[src/rtl/train_pkg.sv]
// Shared types and constants for the train-side track-arbitration sequencer.
package train_pkg;

  localparam int unsigned N_TRAINS = 4;
  localparam int unsigned GRANT_W  = 3;
  localparam int unsigned PEND_W   = 3;
  localparam int unsigned CNT_W    = 16;
  localparam int unsigned OWN_W    = 2;

  localparam logic [GRANT_W-1:0] GRANT_NONE = 3'd0;

  typedef enum logic [1:0] {
    ST_IDLE,
    ST_WAIT,
    ST_CROSS,
    ST_GAP
  } train_state_e;

  // Counter width able to hold n-1, never narrower than one bit.
  function automatic int unsigned cnt_width(input int unsigned n);
    return (n < 2) ? 1 : $clog2(n);
  endfunction

endpackage

[src/rtl/train_agent.sv]
// One train: saturating queued-arrival counter, request FSM and cool-down timer.
module train_agent
  import train_pkg::*;
#(
  parameter int unsigned GAP_CYCLES = 2,
  parameter int unsigned PEND_MAX   = 3
) (
  input  logic         clk,
  input  logic         reset,
  input  logic         arrive_i,
  input  logic         start_i,
  input  logic         done_i,
  output train_state_e state_o,
  output logic         req_o
);

  localparam int unsigned GAP_W = cnt_width(GAP_CYCLES);

  train_state_e      state_q, state_d;
  logic [PEND_W-1:0] pend_q, pend_d;
  logic [GAP_W-1:0]  gap_q, gap_d;
  logic              req_q, req_d;

  // An arrival coinciding with the finishing crossing leaves the queue depth unchanged.
  always_comb begin
    pend_d = pend_q;
    if (arrive_i && !done_i) begin
      if (pend_q < PEND_W'(PEND_MAX)) pend_d = pend_q + PEND_W'(1);
    end else if (done_i && !arrive_i) begin
      pend_d = pend_q - PEND_W'(1);
    end
  end

  always_comb begin
    state_d = state_q;
    gap_d   = gap_q;
    req_d   = req_q;
    unique case (state_q)
      ST_IDLE: begin
        if ((pend_q != '0) || arrive_i) begin
          state_d = ST_WAIT;
          req_d   = 1'b1;
        end
      end
      ST_WAIT: begin
        if (start_i) state_d = ST_CROSS;
      end
      ST_CROSS: begin
        if (done_i) begin
          req_d = 1'b0;
          if (GAP_CYCLES == 0) begin
            state_d = ST_IDLE;
          end else begin
            state_d = ST_GAP;
            gap_d   = GAP_W'(GAP_CYCLES - 1);
          end
        end
      end
      ST_GAP: begin
        if (gap_q == '0) state_d = ST_IDLE;
        else             gap_d   = gap_q - GAP_W'(1);
      end
      default: state_d = ST_IDLE;
    endcase
  end

  always_ff @(posedge clk or negedge reset) begin
    if (!reset) begin
      state_q <= ST_IDLE;
      pend_q  <= '0;
      gap_q   <= '0;
      req_q   <= 1'b0;
    end else begin
      state_q <= state_d;
      pend_q  <= pend_d;
      gap_q   <= gap_d;
      req_q   <= req_d;
    end
  end

  assign state_o = state_q;
  assign req_o   = req_q;

endmodule

[src/rtl/train_side_sequencer.sv]
// Train-side end of the track handshake: four train agents, the single-track
// interlock and crossing timer, done/crossing flags, grant checker and crossing count.
module train_side_sequencer
  import train_pkg::*;
#(
  parameter int unsigned CROSS_CYCLES = 5,
  parameter int unsigned GAP_CYCLES   = 2,
  parameter int unsigned PEND_MAX     = 3
) (
  input  logic                clk,
  input  logic                reset,
  input  logic [N_TRAINS-1:0] arrive,
  input  logic [GRANT_W-1:0]  grant,
  output logic [N_TRAINS-1:0] train_request,
  output logic                train_done,
  output logic                crossing,
  output logic                proto_err,
  output logic [CNT_W-1:0]    crossings_cnt
);

  localparam int unsigned XCNT_W = cnt_width(CROSS_CYCLES);

  train_state_e        st [N_TRAINS];
  logic [N_TRAINS-1:0] start_c, agent_done_c;
  logic                finish_c, viol_c;

  logic                crossing_q, crossing_d;
  logic [OWN_W-1:0]    owner_q, owner_d;
  logic [XCNT_W-1:0]   xcnt_q, xcnt_d;
  logic                done_q;
  logic                err_q;
  logic [CNT_W-1:0]    cnt_q;

  for (genvar i = 0; i < N_TRAINS; i++) begin : g_agent
    train_agent #(
      .GAP_CYCLES (GAP_CYCLES),
      .PEND_MAX   (PEND_MAX)
    ) u_agent (
      .clk      (clk),
      .reset    (reset),
      .arrive_i (arrive[i]),
      .start_i  (start_c[i]),
      .done_i   (agent_done_c[i]),
      .state_o  (st[i]),
      .req_o    (train_request[i])
    );
  end

  // A waiting train may only enter the track while nobody else is on it.
  always_comb begin
    start_c = '0;
    for (int i = 0; i < N_TRAINS; i++) begin
      if ((st[i] == ST_WAIT) && (grant == GRANT_W'(i + 1)) && !crossing_q) start_c[i] = 1'b1;
    end
  end

  assign finish_c = crossing_q && (xcnt_q == '0);

  always_comb begin
    agent_done_c          = '0;
    agent_done_c[owner_q] = finish_c;
  end

  always_comb begin
    viol_c = 1'b0;
    if (grant > GRANT_W'(N_TRAINS)) begin
      viol_c = 1'b1;
    end else if ((grant != GRANT_NONE) && !train_request[OWN_W'(grant - GRANT_W'(1))]) begin
      viol_c = 1'b1;
    end
    if (crossing_q && (grant != (GRANT_W'(owner_q) + GRANT_W'(1)))) viol_c = 1'b1;
  end

  always_comb begin
    crossing_d = crossing_q;
    owner_d    = owner_q;
    xcnt_d     = xcnt_q;
    if (start_c != '0) begin
      crossing_d = 1'b1;
      xcnt_d     = XCNT_W'(CROSS_CYCLES - 1);
      for (int i = 0; i < N_TRAINS; i++) begin
        if (start_c[i]) owner_d = OWN_W'(i);
      end
    end else if (crossing_q) begin
      if (finish_c) crossing_d = 1'b0;
      else          xcnt_d     = xcnt_q - XCNT_W'(1);
    end
  end

  always_ff @(posedge clk or negedge reset) begin
    if (!reset) begin
      crossing_q <= 1'b0;
      owner_q    <= '0;
      xcnt_q     <= '0;
      done_q     <= 1'b0;
      err_q      <= 1'b0;
      cnt_q      <= '0;
    end else begin
      crossing_q <= crossing_d;
      owner_q    <= owner_d;
      xcnt_q     <= xcnt_d;
      done_q     <= finish_c;
      err_q      <= err_q | viol_c;
      cnt_q      <= cnt_q + CNT_W'(finish_c);
    end
  end

  assign train_done    = done_q;
  assign crossing      = crossing_q;
  assign proto_err     = err_q;
  assign crossings_cnt = cnt_q;

endmodule
[config.mk]
export PLATFORM = sky130hd
export DESIGN_NAME = train_side_sequencer
export DESIGN_NICKNAME = d
export VERILOG_FILES = /design/src/rtl/train_pkg.sv /design/src/rtl/train_agent.sv /design/src/rtl/train_side_sequencer.sv
export SDC_FILE = /design/constraint.sdc
export NUM_CORES = 1
export LEC_CHECK = 0
export ABC_AREA = 1
export BUFFER_PORTS_ARGS = -buffer_cell sky130_fd_sc_hd__buf_2
export CORE_AREA = 8 8 118 120
export CTS_CLUSTER_DIAMETER = 80
export CTS_CLUSTER_SIZE = 25
export DETAILED_ROUTE_END_ITERATION = 12
export DIE_AREA = 0 0 126 128
export PLACE_DENSITY = 0.54
export SLEW_MARGIN = 10
export SYNTH_ARGS = -nofsm -noshare
export SYNTH_HDL_FRONTEND = slang
export SYNTH_HIERARCHICAL = 1
export SYNTH_SLANG_ARGS = --single-unit
[constraint.sdc]
create_clock -name clk -period 5.9 [get_ports clk]
set_input_delay 1.18 -clock clk [delete_from_list [all_inputs] [get_ports clk]]
set_output_delay 1.18 -clock clk [all_outputs]
set_load 0.005 [all_outputs]
==> qor.yml <==
synthesis:
  ys_async_sr_fraction_pct: 100
  ys_seq_area_share_pct: 38.4
  synth-edff-count: 0
  yosys_warnings: 6
  ys_seq_elements: 52
  syn-num-nets: 490
  syn_area_per_cell_um2: 7.62
  synth_top_area_share_pct: 38.4
  syn-instance-count: 445
  netlist_top_cells_area: "dfrtp_1, nand2_1, ha_1"
  synthesis.area_um2: 3390
  synthTopCellsByCount: "nand2_1, inv_1, dfrtp_1, nor2_1, nand3_1"
  synth.distinct_cells: 24
  synthMostInstantiatedCell: "nand2_1"
  ys.flop_type: "dfrtp_1"
  yosysTopAreaCell: "dfrtp_1"
setup_path:
  ff2ff_path_depth: 11
  cp.arrival_ns: 2.65
  worstPathRequired_ns: 6.08
  cp_slowest_cell: "fa_1"
  critPathTopFamily: "simple AND/OR/NAND/NOR gates"
  crit_path_max_incr_delay_ns: 0.42
  worstReg2RegEnd: "g_agent[2].u_agent/pend_q[1]$_DFFE_PN0P_"
  path_class: "reg2reg"
  critPathLaunchType: "register"
  crit_chain: "inv_1 > ha_1 > inv_1 > nor3_1 > inv_1 > nor2_1 > inv_1 > nand2_1 > fa_1 > nand2_1 > o21ai_0"
  cp_num_cells: 11
  crit_start: "xcnt_q[0]$_DFFE_PN0P_"
  cp_common_cell: "inv_1"
  critPathCaptureType: "register"
  reg2reg_from: "xcnt_q[0]$_DFFE_PN0P_"
  worst-path-max-fanout: 6
  crit_path_end: "g_agent[2].u_agent/pend_q[1]$_DFFE_PN0P_"
  r2r_slack_ns: 3.43
  cp_num_buf_inv: 4
min_path:
  hold_class: "reg2reg"
  worstHoldPathCells: 2
run_status:
  status: "finished, final reports clean"
floorplan:
  io_pins: 32
  die_height_um: 128
  fp.coreArea_um2: 12200
  rows: 41
  dieArea_um2: 16100
  initial_utilization_pct: 27.8
  die_w_um: 126
sta:
  fmaxAchievable_mhz: 405
  setup_violations: 0
  finalHoldViolations: 0
  skew_ns: 0.00689
  relSlewSlack_pct: 53.3
  hold_slack_ns: 0.489
  tightest_slew_ns: 0.700
  period_minus_slack_ns: 2.47
  rsz0062_at_grt: "false"
  worst_slack_ns: 3.43
  period_share_pct: 41.8
  setup_tns_ns: 0
  slew_viol_final: 0
clock_tree:
  cts_buffers: 5
  clkTransAtPathRegs_ns: 0.07
  clk_path_buf_depth: 2
  post_cts_buffers: 0
  clock-sinks: 52
  tritoncts: "done"
  post_cts_resized: 0
  clock-root-buffer: "clkbuf_16"
  clk-insertion-delay-late_ns: 0.29
  h-tree-depth: 2
  ctsHoldBuffers: 0
power_and_ir_drop:
  power_per_cell_area_nw_per_um2: 424
  total_power_mw: 1.65
  power.leakage_nw: 2.10
  ir_drop_mv: 0.175
drt:
  drt_iter0_drc: 159
  wl_um: 6970
  via_count: 2800
  post_drt_wl_per_cell_um: 11.0
  avgViaCountPerCell: 4.41
  drt_pass1_iterations: 4
  antenna_left: 0
  drc_errors: 0
placement:
  dp_hpwl_um: 5380
  gp_congestion: 0.795
  pre_cts_slack_ns: 3.34
  placed_area_um2: 3740
  port-buffer-count: 31
global_routing:
  antenna_found_initial: 0
  grt_util_all_layers_pct: 9.27
  grt_max_degree: 53
  grt.overflow.total: 0
  grt_pass1_wl_um: 12400
  grt_pass1_vias: 2751
finish:
  layout-drive-gt1-share_pct: 14.4
  n_antenna_cell: 0
  num-nets-final: 529
  final_cell_area_um2: 3890
  area_growth_pct: 14.6
flow_run:
  maxCapViolations: 0
report_power, final:
part | internal (mW) | total (mW) | switching, mW
clock network | 0.170 | 0.303 | 0.133
registers | 0.485 | 0.625 | 0.140
logic | 0.294 | 0.719 | 0.425
cells by family (layout without fill, tap and decap cells):
| logic type | Yosys count | after routing | synth area share (%) |
|---|---|---|---|
| xor gates and xnor gates | 11 | 11 | 2.84 |
| DFF | 52 | 52 | 38.4 |
| and+or+nand+nor | 244 | 244 | 32.1 |
| AOI/OAI and AO/OA | 25 | 25 | 3.99 |
| buffers and inverters | 77 | 117 | 8.52 |
| adders and majority gates | 36 | 36 | 14.2 |
registers in the layout (all words and copies together), names as in the netlist, 2 cells and up:
name                     cells
xcnt_q                       3
g_agent.u_agent/gap_q        4
g_agent.u_agent/req_o        4
crossings_cnt               16
owner_q                      2
g_agent.u_agent/pend_q      12
g_agent.u_agent/state_o      8
worst min path at each step:
stage / start / to
6_report: crossings_cnt[15]$_DFF_PN0_ / crossings_cnt[15]$_DFF_PN0_
5_1_grt: g_agent[2].u_agent/pend_q[2]$_DFFE_PN0P_ / g_agent[2].u_agent/pend_q[2]$_DFFE_PN0P_
4_1_cts: crossings_cnt[15]$_DFF_PN0_ / crossings_cnt[15]$_DFF_PN0_
3_5_place_dp: crossings_cnt[15]$_DFF_PN0_ / crossings_cnt[15]$_DFF_PN0_
3_3_place_gp: crossings_cnt[15]$_DFF_PN0_ / crossings_cnt[15]$_DFF_PN0_
2_1_floorplan: g_agent[3].u_agent/pend_q[2]$_DFFE_PN0P_ / g_agent[3].u_agent/pend_q[2]$_DFFE_PN0P_
cell type report:
class,instances,area [um^2]
Fill cell,1312,8320
Tap cell,150,188
Sequential cell,52,1300
Timing Repair Buffer,32,163
Inverter,77,289
Clock buffer,8,146
Multi-Input combinational cell,316,1800
through the flow:
stage,util (%),std cells
after CTS,31.8,635
after floorplan,-,445
final,31.8,635
after detailed placement,30.6,627
after global placement,30.6,627
after global routing,31.8,635
tightest hold or removal path, cell delays in order (launching register included):
cell and delay [ns]:
dfrtp_1 0.36, nand2_1 0.06, nand2_1 0.04
metal layers:
layer | routed length, um | vias up | GRT usage (%) | part of all wire, %
li1 | - | 1454 | - | -
met1 | 3500 | 1287 | 11.7 | 50
met2 | 3070 | 53 | 15.0 | 44
met3 | 343 | 6 | 2.83 | 4.9
met4 | 53 | 0 | 2.55 | 0.76
met5 | 0 | - | 0 | 0
cells in the final DEF (no fill, tap or decap):
master / n
a21oi_1: 4
buf_2: 31
buf_4: 1
clkbuf_1: 2
clkbuf_16: 5
clkbuf_8: 1
dfrtp_1: 52
fa_1: 4
ha_1: 32
inv_1: 69
inv_2: 8
nand2_1: 127
nand2_2: 9
nand3_1: 37
nand3_2: 2
nand3b_1: 5
nand4_1: 8
nor2_1: 42
nor2_2: 6
nor2_4: 1
nor3_1: 1
nor3_2: 1
nor3_4: 1
o21ai_0: 15
o21ai_1: 2
o31ai_1: 4
or2_2: 4
xnor2_1: 3
xor2_1: 8
No activity file was read; power rests on OpenSTA's default activity.
